<file path="src/rtl/vita49_pkg.sv">
// Shared VITA49 definitions: header field layout,
// packet constants and the header word builder.
package vita49_pkg;

  localparam logic [3:0] VITA49_PKT_TYPE_SIG = 4'b0001;

  localparam logic [15:0] VITA49_MAX_PAYLOAD = 16'd32766;
  localparam logic [63:0] VITA49_PAD_WORD    = 64'h0;

  localparam int HDR_STRM_ID_LSB  = 32;
  localparam int HDR_PKT_TYPE_LSB = 28;
  localparam int HDR_C_BIT        = 27;
  localparam int HDR_T_BIT        = 26;
  localparam int HDR_TSI_LSB      = 22;
  localparam int HDR_TSF_LSB      = 20;
  localparam int HDR_PKT_CNT_LSB  = 16;
  localparam int HDR_PKT_SIZE_LSB = 0;

  typedef enum logic [1:0] {
    ST_IDLE,
    ST_HDR,
    ST_PAYLOAD,
    ST_PAD
  } pktz_state_t;

  // c, t, tsi and tsf stay zero: plain signal data only
  function automatic logic [63:0] vita49_hdr(
    input logic [31:0] strm_id,
    input logic [3:0]  ptype,
    input logic [3:0]  cnt,
    input logic [15:0] size
  );
    logic [63:0] h;
    h = '0;
    h[HDR_STRM_ID_LSB +: 32]  = strm_id;
    h[HDR_PKT_TYPE_LSB +: 4]  = ptype;
    h[HDR_PKT_CNT_LSB +: 4]   = cnt;
    h[HDR_PKT_SIZE_LSB +: 16] = size;
    return h;
  endfunction

endpackage

</file>
<file path="src/rtl/vita49_axis_oreg.sv">
// One-entry registered AXIS output stage.
// Loads only when empty or draining (ld_ok).
module vita49_axis_oreg
  import vita49_pkg::*;
(
  input  logic        clk,
  input  logic        rst,
  input  logic        ld,
  input  logic [63:0] d_data,
  input  logic        d_last,
  input  logic [1:0]  d_dest,
  input  logic        m_tready,
  output logic [63:0] m_tdata,
  output logic        m_tvalid,
  output logic        m_tlast,
  output logic [1:0]  m_tdest,
  output logic        ld_ok
);

  assign ld_ok = !m_tvalid | m_tready;

  // hold contents while stalled, replace on ld_ok
  always_ff @(posedge clk) begin
    if (rst) begin
      m_tdata  <= '0;
      m_tvalid <= 1'b0;
      m_tlast  <= 1'b0;
      m_tdest  <= '0;
    end else if (ld_ok) begin
      m_tvalid <= ld;
      if (ld) begin
        m_tdata <= d_data;
        m_tlast <= d_last;
        m_tdest <= d_dest;
      end
    end
  end

endmodule

</file>
<file path="src/rtl/vita49_packetizer.sv">
// Frames a raw 64-bit sample stream into
// VITA49 signal-data packets with padding.
module vita49_packetizer
  import vita49_pkg::*;
#(
  parameter logic [3:0]  PKT_TYPE          = VITA49_PKT_TYPE_SIG,
  parameter logic [15:0] MAX_PAYLOAD_WORDS = VITA49_MAX_PAYLOAD,
  parameter logic [63:0] PAD_WORD          = VITA49_PAD_WORD
) (
  input  logic        AXIS_ACLK,
  input  logic        AXIS_ARESET,
  input  logic [63:0] S_AXIS_TDATA,
  input  logic        S_AXIS_TVALID,
  input  logic        S_AXIS_TLAST,
  input  logic        S_AXIS_TDEST,
  output logic        S_AXIS_TREADY,
  output logic [63:0] M_AXIS_TDATA,
  output logic        M_AXIS_TVALID,
  output logic        M_AXIS_TLAST,
  output logic [7:0]  M_AXIS_TSTRB,
  output logic [1:0]  M_AXIS_TDEST,
  input  logic        M_AXIS_TREADY,
  input  logic [31:0] cmd,
  input  logic [15:0] pkt_len,
  input  logic [31:0] strmID_0,
  input  logic [31:0] strmID_1,
  output logic [15:0] pad_cnt,
  output logic        cfg_err
);

  pktz_state_t state;
  logic        srst;
  logic        ld_ok;
  logic        ld;
  logic [63:0] d_data;
  logic        d_last;
  logic [1:0]  d_dest;
  logic        sel;
  logic [15:0] n_len;
  logic [15:0] beat_cnt;
  logic [3:0]  pkt_cnt0;
  logic [3:0]  pkt_cnt1;
  logic        last_beat;
  logic        hdr_go;
  logic        s_xfr;
  logic        pad_go;
  logic [3:0]  hdr_cnt;
  logic [31:0] hdr_sid;
  logic [15:0] hdr_size;
  logic        unused_cmd;

  assign unused_cmd = ^cmd[31:2];

  assign srst = AXIS_ARESET | cmd[1];

  assign cfg_err = (pkt_len == 16'd0)
                 | (pkt_len > MAX_PAYLOAD_WORDS);

  assign last_beat = (beat_cnt == n_len - 16'd1);

  assign hdr_go = (state == ST_HDR) & cmd[0]
                & S_AXIS_TVALID & ld_ok
                & !cfg_err & !srst;

  assign S_AXIS_TREADY = (state == ST_PAYLOAD)
                       & ld_ok & !srst;

  assign s_xfr  = S_AXIS_TREADY & S_AXIS_TVALID;
  assign pad_go = (state == ST_PAD) & ld_ok & !srst;

  assign hdr_cnt  = S_AXIS_TDEST ? pkt_cnt1 : pkt_cnt0;
  assign hdr_sid  = S_AXIS_TDEST ? strmID_1 : strmID_0;
  assign hdr_size = {pkt_len[14:0], 1'b0} + 16'd2;

  assign M_AXIS_TSTRB = 8'hff;

  // select the word offered to the output register
  always_comb begin
    ld     = 1'b0;
    d_data = PAD_WORD;
    d_last = 1'b0;
    d_dest = {1'b0, sel};
    unique case (1'b1)
      hdr_go: begin
        ld     = 1'b1;
        d_data = vita49_hdr(hdr_sid, PKT_TYPE,
                            hdr_cnt, hdr_size);
        d_dest = {1'b0, S_AXIS_TDEST};
      end
      s_xfr: begin
        ld     = 1'b1;
        d_data = S_AXIS_TDATA;
        d_last = last_beat;
      end
      pad_go: begin
        ld     = 1'b1;
        d_last = last_beat;
      end
      default: ;
    endcase
  end

  // packet framing FSM and counters
  always_ff @(posedge AXIS_ACLK) begin
    if (srst) begin
      state    <= ST_IDLE;
      sel      <= 1'b0;
      n_len    <= '0;
      beat_cnt <= '0;
      pkt_cnt0 <= '0;
      pkt_cnt1 <= '0;
      pad_cnt  <= '0;
    end else begin
      unique case (state)
        ST_IDLE: begin
          if (cmd[0]) state <= ST_HDR;
        end
        ST_HDR: begin
          if (!cmd[0]) begin
            state <= ST_IDLE;
          end else if (hdr_go) begin
            sel      <= S_AXIS_TDEST;
            n_len    <= pkt_len;
            beat_cnt <= '0;
            if (S_AXIS_TDEST) pkt_cnt1 <= pkt_cnt1 + 4'd1;
            else              pkt_cnt0 <= pkt_cnt0 + 4'd1;
            state    <= ST_PAYLOAD;
          end
        end
        ST_PAYLOAD: begin
          if (s_xfr) begin
            beat_cnt <= beat_cnt + 16'd1;
            if (last_beat) begin
              state <= cmd[0] ? ST_HDR : ST_IDLE;
            end else if (S_AXIS_TLAST) begin
              state <= ST_PAD;
              if (pad_cnt != 16'hffff)
                pad_cnt <= pad_cnt + 16'd1;
            end
          end
        end
        ST_PAD: begin
          if (pad_go) begin
            beat_cnt <= beat_cnt + 16'd1;
            if (last_beat)
              state <= cmd[0] ? ST_HDR : ST_IDLE;
          end
        end
        default: state <= ST_IDLE;
      endcase
    end
  end

  vita49_axis_oreg u_oreg (
    .clk      (AXIS_ACLK),
    .rst      (srst),
    .ld       (ld),
    .d_data   (d_data),
    .d_last   (d_last),
    .d_dest   (d_dest),
    .m_tready (M_AXIS_TREADY),
    .m_tdata  (M_AXIS_TDATA),
    .m_tvalid (M_AXIS_TVALID),
    .m_tlast  (M_AXIS_TLAST),
    .m_tdest  (M_AXIS_TDEST),
    .ld_ok    (ld_ok)
  );

endmodule

</file>
<file path="config.mk">
export PLATFORM = sky130hd
export DESIGN_NAME = vita49_packetizer
export DESIGN_NICKNAME = d
export VERILOG_FILES = /design/src/rtl/vita49_pkg.sv /design/src/rtl/vita49_axis_oreg.sv /design/src/rtl/vita49_packetizer.sv
export SDC_FILE = /design/constraint.sdc
export NUM_CORES = 1
export LEC_CHECK = 0
export ABC_CLOCK_PERIOD_IN_PS = 4100
export CAP_MARGIN = 10
export CELL_PAD_IN_SITES_DETAIL_PLACEMENT = 1
export CELL_PAD_IN_SITES_GLOBAL_PLACEMENT = 2
export CORE_MARGIN = 8
export CORE_UTILIZATION = 26
export DETAILED_ROUTE_END_ITERATION = 6
export GPL_TIMING_DRIVEN = 0
export PLACE_DENSITY = 0.8
export SLEW_MARGIN = 10
export SYNTH_ARGS = -nofsm -noshare
export SYNTH_HDL_FRONTEND = slang
export SYNTH_HIERARCHICAL = 1
export SYNTH_SLANG_ARGS = --single-unit
</file>
<file path="constraint.sdc">
create_clock -name AXIS_ACLK -period 4.1 [get_ports AXIS_ACLK]
set_input_delay 1.025 -clock AXIS_ACLK [delete_from_list [all_inputs] [get_ports AXIS_ACLK]]
set_output_delay 1.025 -clock AXIS_ACLK [all_outputs]
set_load 0.02 [all_outputs]
</file>
# --- After elaboration in Yosys (flattened, before gate mapping) ---
# Index checks and enable logic that the tools add are counted.
totals:
  reg_bits: 127
  inputBits: 182
op_classes:
  addsub: 6
  n_lt_le_gt_ge: 1
  n_eq_ne: 13
  n_mux: 21
  n_bitwise: 15
  n_reduce_logical: 15
ops:
  columns: ["operator", "count"]
  rows:
  - ["one-hot mux 64 bit (2 select lines)", 1]
  - ["two-way mux 16 bit", 4]
  - ["one-hot mux 16 bit (3 select lines)", 1]
  - ["adder 16 x 1 -> 16 bit, second input constant", 2]
  - ["two-way mux 32 bit", 1]
  - ["adder 16 x 2 -> 16 bit, second input constant", 1]
  - ["equality test 16 bit", 1]
  - ["> comparator 16 x 15 -> 1 bit, second input constant", 1]
  - ["zero test 16 bit", 1]
  - ["two-way mux 2 bit", 8]
  - ["inequality test 16 bit, second input constant", 1]
  - ["subtractor 16 x 1 -> 16 bit, second input constant", 1]
  - ["inequality test 2 bit, second input constant", 6]
  - ["AND 1 bit", 10]
  - ["AND reduction 5 bit", 2]
  - ["adder 4 x 1 -> 4 bit, second input constant", 2]
  - ["one-hot mux 2 bit (4 select lines)", 1]
  - ["AND reduction 4 bit", 2]
  - ["inequality test 3 bit, second input constant", 2]
  - ["AND reduction 6 bit", 1]
  - ["equality test 2 bit, second input constant", 2]
  - ["two-way mux 1 bit", 4]
  - ["two-way mux 4 bit", 1]
  - ["zero test 1 bit", 3]
  - ["other kinds (9)", 12]

# --- Logic depth before layout (Yosys ltp) ---
logic_depth:
  word_depth: 9
  ltp_mapped: 14
  depth_no_buf: 10

# --- Modules after synthesis ---
# Netlist, hierarchy kept.
by_module_without_submodules:
  columns: ["mod", "n_inst", "cells_per_inst", "area_each_um2"]
  rows:
  - ["vita49_packetizer", 1, 618, 4618.2]
  - ["vita49_axis_oreg", 1, 310, 3116.7]

# --- Worst setup path after synthesis ---
# Ideal clock, no wire load.
synth_path:
  path_type: "in2reg"
  from: "input M_AXIS_TREADY"
  to: "register u_oreg.m_tdata[9]"
  setup_ps: 132
  t_arrival_ps: 3224
  required_time_ps: 3968
  setup_slack_ps: 744
  stages: 13
  path_buffers: 5
  path_cell_list: "nand2b_4 buf_12 buf_2 nor3b_2 nand4b_1 a2111o_1 and2_1 clkbuf_1 inv_1 buf_2 clkbuf_1 a21bo_1 a21oi_2"
synth_via:
  elab_chain_len: 7
  word_cells_on_any_way: 13
  cone_classes: "mux: 2; bitwise: 9; reduce/logical: 2"
synth_lines:
  columns: ["element", "line_no", "rtl"]
  rows:
  - ["start, declared", "vita49_packetizer.sv:22", "input logic M_AXIS_TREADY,"]
  - ["OR 1 bit (*)", "vita49_axis_oreg.sv:20", "assign ld_ok = !m_tvalid | m_tready;"]
  - ["net ld_ok", "vita49_packetizer.sv:33", "logic ld_ok;"]
  - ["AND 1 bit, on equally long branches", "vita49_packetizer.sv:62, vita49_packetizer.sv:66", null]
  - ["AND 1 bit, on equally long branches", "vita49_packetizer.sv:63, vita49_packetizer.sv:66", null]
  - ["AND 1 bit, on equally long branches", "vita49_packetizer.sv:63, vita49_packetizer.sv:68", null]
  - ["OR reduction 3 bit (no source line) (*)", null, null]
  - ["two-way mux 1 bit (*)", "vita49_packetizer.sv:83", "unique case (1'b1)"]
  - ["net ld", "vita49_packetizer.sv:34", "logic ld;"]
  - ["AND reduction 2 bit (no source line) (*)", null, null]
  - ["end signal, assigned", "vita49_axis_oreg.sv:32", "m_tdata <= d_data;"]
  - ["end, declared", "vita49_axis_oreg.sv:13", "output logic [63:0] m_tdata,"]
# The timed path passes the listed nets; every way through them passes the cells marked *.
# A chain may end at the register's enable or synchronous reset.

# --- Worst setup path in the final report ---
layout_path:
  from: "input pkt_len[5]"
  to: "output cfg_err"
layout_via:
  elab_chain_len: 2
  word_cells_on_any_way: 3
  cone_classes: "order compare: 1; bitwise: 1; reduce/logical: 1"
layout_lines:
  columns: ["element", "line_no", "rtl"]
  rows:
  - ["start, declared", "vita49_packetizer.sv:24", "input logic [15:0] pkt_len,"]
  - ["> comparator 16 x 15 -> 1 bit or zero test 16 bit (tied branches)", "vita49_packetizer.sv:57, vita49_packetizer.sv:56", null]
  - ["OR 1 bit (*)", "vita49_packetizer.sv:57", "| (pkt_len > MAX_PAYLOAD_WORDS);"]
  - ["end, declared", "vita49_packetizer.sv:28", "output logic cfg_err"]
# Mark *: on every way between the ends. The rest lies on a longest branch, timed or not.

==> impl_summary.log <==
INFO  metric min_path_type = flip-flop to flip-flop
INFO  metric final_cycle_utilization_of_the_critical_path = 96.6%
INFO  metric hold_violations = 0
INFO  metric worstSetupPathType = primary input to primary output
INFO  metric clock-root-buffer = sky130_fd_sc_hd__clkbuf_16
INFO  metric cts_max_level = 4
INFO  metric detailedPlacementHpwl = 26600 um
INFO  metric cellPowerDensity = 272 nW/um^2
INFO  metric multi_input_area = 4650 sq um
INFO  metric grt_antenna_before_repair = 2
INFO  metric dominantRegCellSynth = sky130_fd_sc_hd__dfxtp_1
INFO  metric peakVddDrop = 0.210 mV
INFO  metric dieWidth = 188 um
INFO  metric synth.ff_latch_count = 127
INFO  metric final_layout_size_suffix_gt1_share = 9.40%
INFO  metric floorplan.core_area = 29500 sq um
INFO  metric crit_path_end_kind = primary output
INFO  metric tightestPinTransition = 1.05 ns
INFO  metric synth_edf_count = 0
INFO  metric cp_top_family = buffers and inverters
INFO  metric globalRouteTotalUtil = 18.6%
INFO  metric numCtsBuffers = 17
INFO  metric synth-async-reset-ratio = 0%
INFO  metric drt_iter0_drc = 324
INFO  metric design.final.nets = 1379
INFO  metric area_growth_syn_to_layout = 44.9%
INFO  metric worstPathCellList = clkdlybuf4s50_1 > nand4_1 > nor3_1 > a211o_1 > dlygate4sd2_1
INFO  metric fillerInstances = 3517
INFO  metric grt_setup_unrepaired = false
INFO  metric run_status = finished, final reports clean
INFO  metric io_pins = 276
INFO  metric avg_cell_area_syn = 8.34 sq um
INFO  metric clkSinkCount = 127
INFO  metric start_util = 26.2%
INFO  metric routabilityCongestion = 0.822
INFO  metric route.detailed.vias_per_inst = 4.96
INFO  metric design.die.area = 35500 sq um
INFO  metric maximum_number_of_pins_on_one_net_before_global_route_repair = 20
INFO  metric clkLatencyLatePin = 0.42 ns
INFO  metric clock_path_buffers = 2
INFO  metric synth_area = 7730 sq um
INFO  metric portBuffers = 236
INFO  metric crit_fanout = 6
INFO  metric seqCellArea = 2540 sq um
INFO  metric setup_viol = 0
INFO  metric worst_path_arrival_time = 2.94 ns
INFO  metric critPathRequiredTime = 3.07 ns
INFO  metric synth_sequential_area_ratio = 32.9%
INFO  metric maxSlewHeadroom = 29.9%
INFO  metric die-height = 188 um
INFO  metric crit_path_start_kind = primary input
INFO  metric final_antenna_net_count = 0
INFO  metric route.final.wire_length = 34000 um
INFO  metric detail_route.wl_per_cell = 21.3 um
INFO  metric finalClockSkew = 0.0103 ns
INFO  metric totalNegativeSetupSlack = 0 ns
INFO  metric num_antenna_cells = 0
INFO  metric cts_hold_buffers = 0
INFO  metric worst_path_largest_cell_delay = 0.63 ns
INFO  metric cts_tree = done
INFO  metric global_route_total_overflow = 0
INFO  metric via_count = 7897
INFO  metric critical_path.slowest_cell = sky130_fd_sc_hd__clkdlybuf4s50_1
INFO  metric cp_num_buf_inv = 2
INFO  metric via_count_of_the_first_global_routing_pass = 8409
INFO  metric drv_slew = 0
INFO  metric power_leakage = 0.00402 uW
INFO  metric fp-row-count = 63
INFO  metric clock.fmax = 253 MHz
INFO  metric synth_cells = 928
INFO  metric layout.cells.most_common = sky130_fd_sc_hd__clkdlybuf4s50_1
INFO  metric commonest_non_fill_non_tap_cells_in_the_layout = sky130_fd_sc_hd__clkdlybuf4s50_1 (232), sky130_fd_sc_hd__dfxtp_1 (127), sky130_fd_sc_hd__nand3_1 (87)
INFO  metric residual_drc_count = 0
INFO  metric number_of_optimization_iterations_in_the_first_detailed_route_pass = 5
INFO  metric path_clk_slew = 0.06 ns
INFO  metric power.total = 3050 uW
INFO  metric global_route_wire_length_before_repair = 51700 um
INFO  metric crit_path_time_final = 3.96 ns
INFO  metric timing.max_cap.violations = 0
INFO  metric ys_types = 61
INFO  metric synthesis.yosys.warnings = 6
[per-layer routing]
metal	vias to the layer above	track usage (%)	wire, um
met2	227	31.6	16000
met1	3818	23.2	15300
met5	-	0	23
li1	3807	-	-
met3	41	4.51	1990
met4	4	5.17	673
[kinds of logic after synthesis]
family	after synthesis	synth area share, %
compound gates	263	24.1
xor+xnor	52	5.89
fa+ha+maj	8	1.29
buf+inv	95	7.47
flops	127	32.9
mux	50	6.47
other cells	2	0.0971
simple gates	331	21.9
[synthesized netlist by cell type, types with 12 or more instances]
cell type                  number  area share (%)
sky130_fd_sc_hd__dfxtp_1      127              33
sky130_fd_sc_hd__nand3_1       87             5.6
sky130_fd_sc_hd__nand2_1       81             3.9
sky130_fd_sc_hd__a21oi_1       70             4.5
sky130_fd_sc_hd__a21bo_1       67             8.7
sky130_fd_sc_hd__o21ai_0       63             4.1
sky130_fd_sc_hd__nor2_1        59             2.9
sky130_fd_sc_hd__mux2i_1       50             6.5
sky130_fd_sc_hd__clkbuf_1      36             1.7
sky130_fd_sc_hd__xnor2_1       29             3.3
sky130_fd_sc_hd__a21oi_2       24             2.7
sky130_fd_sc_hd__xor2_1        23             2.6
sky130_fd_sc_hd__buf_2         16             1.0
sky130_fd_sc_hd__and2_1        15             1.2
sky130_fd_sc_hd__nand4_1       14             1.1
sky130_fd_sc_hd__inv_1         13            0.63
sky130_fd_sc_hd__or3_1         12            0.97
[final timing paths]
| kind | startpoint | to | slack (ns) | cells past startpoint |
|---|---|---|---|---|
| worst max-delay path | pkt_len[5] | cfg_err | 0.14 | 5 |
| worst min-delay path | sel | sel | 0.48 | 2 |
| worst max register to register | n_len[0] | u_oreg/m_tlast | 0.73 | 10 |
| worst min register to register | sel | sel | 0.48 | 2 |
[flip-flops by register name, summed over array words and instances (netlist names)]
name             count
beat_cnt            16
n_len               16
pad_cnt             16
pkt_cnt0             4
pkt_cnt1             4
sel                  1
state                2
u_oreg/m_tdata      64
u_oreg/m_tdest       2
u_oreg/m_tlast       1
u_oreg/m_tvalid      1
[report_power, final]
group,internal [uW],switching [uW],leakage (uW)
logic,168,125,0.00271
clock network,912,606,0.000280
registers,1240,0.755,0.00102
[timing repair]
action | in CTS | in global routing
setup buffers | 0 | 0
endpoints found under the setup margin | 68 | 55
resized for setup | 7 | 8
hold endpoints to repair | 0 | 0
[through the flow]
stage | instance area (sq um) | cells | setup slack (ns) | hold WS [ns] | util (%)
CTS | 11200 | 1592 | 0.0130 | 0.486 | 38.0
global route | 11200 | 1592 | 0.00178 | 0.512 | 38.0
finish | 11200 | 1592 | 0.140 | 0.482 | 38.0
global placement | 10600 | 1561 | -0.700 | 0.451 | 36.0
floorplan | 7760 | 935 | 0.744 | 0.444 | -
detailed placement | 10600 | 1561 | -0.697 | 0.476 | 36.0
[cell type report]
class / count / area share (%)
inverter: 13 / 0.435
sequential: 127 / 22.7
timing repair buffer: 236 / 21.1
tap: 390 / 4.35
clock inverter: 13 / 1.23
clock buffer: 19 / 3.95
buffer: 81 / 4.77
multi-input combinational: 713 / 41.5
[worst reg2reg max path, cell delays in order (launching register included)]
cell                      delay, ns
sky130_fd_sc_hd__dfxtp_1       0.38
sky130_fd_sc_hd__inv_1         0.10
sky130_fd_sc_hd__ha_1          0.22
sky130_fd_sc_hd__nor3b_1       0.62
sky130_fd_sc_hd__and2_1        0.28
sky130_fd_sc_hd__o21ai_1       0.09
sky130_fd_sc_hd__a211o_1       0.34
sky130_fd_sc_hd__or4_1         0.53
sky130_fd_sc_hd__nor3_1        0.43
sky130_fd_sc_hd__nand3_1       0.16
sky130_fd_sc_hd__a21oi_2       0.14
Power figures use the tool's default switching activity.
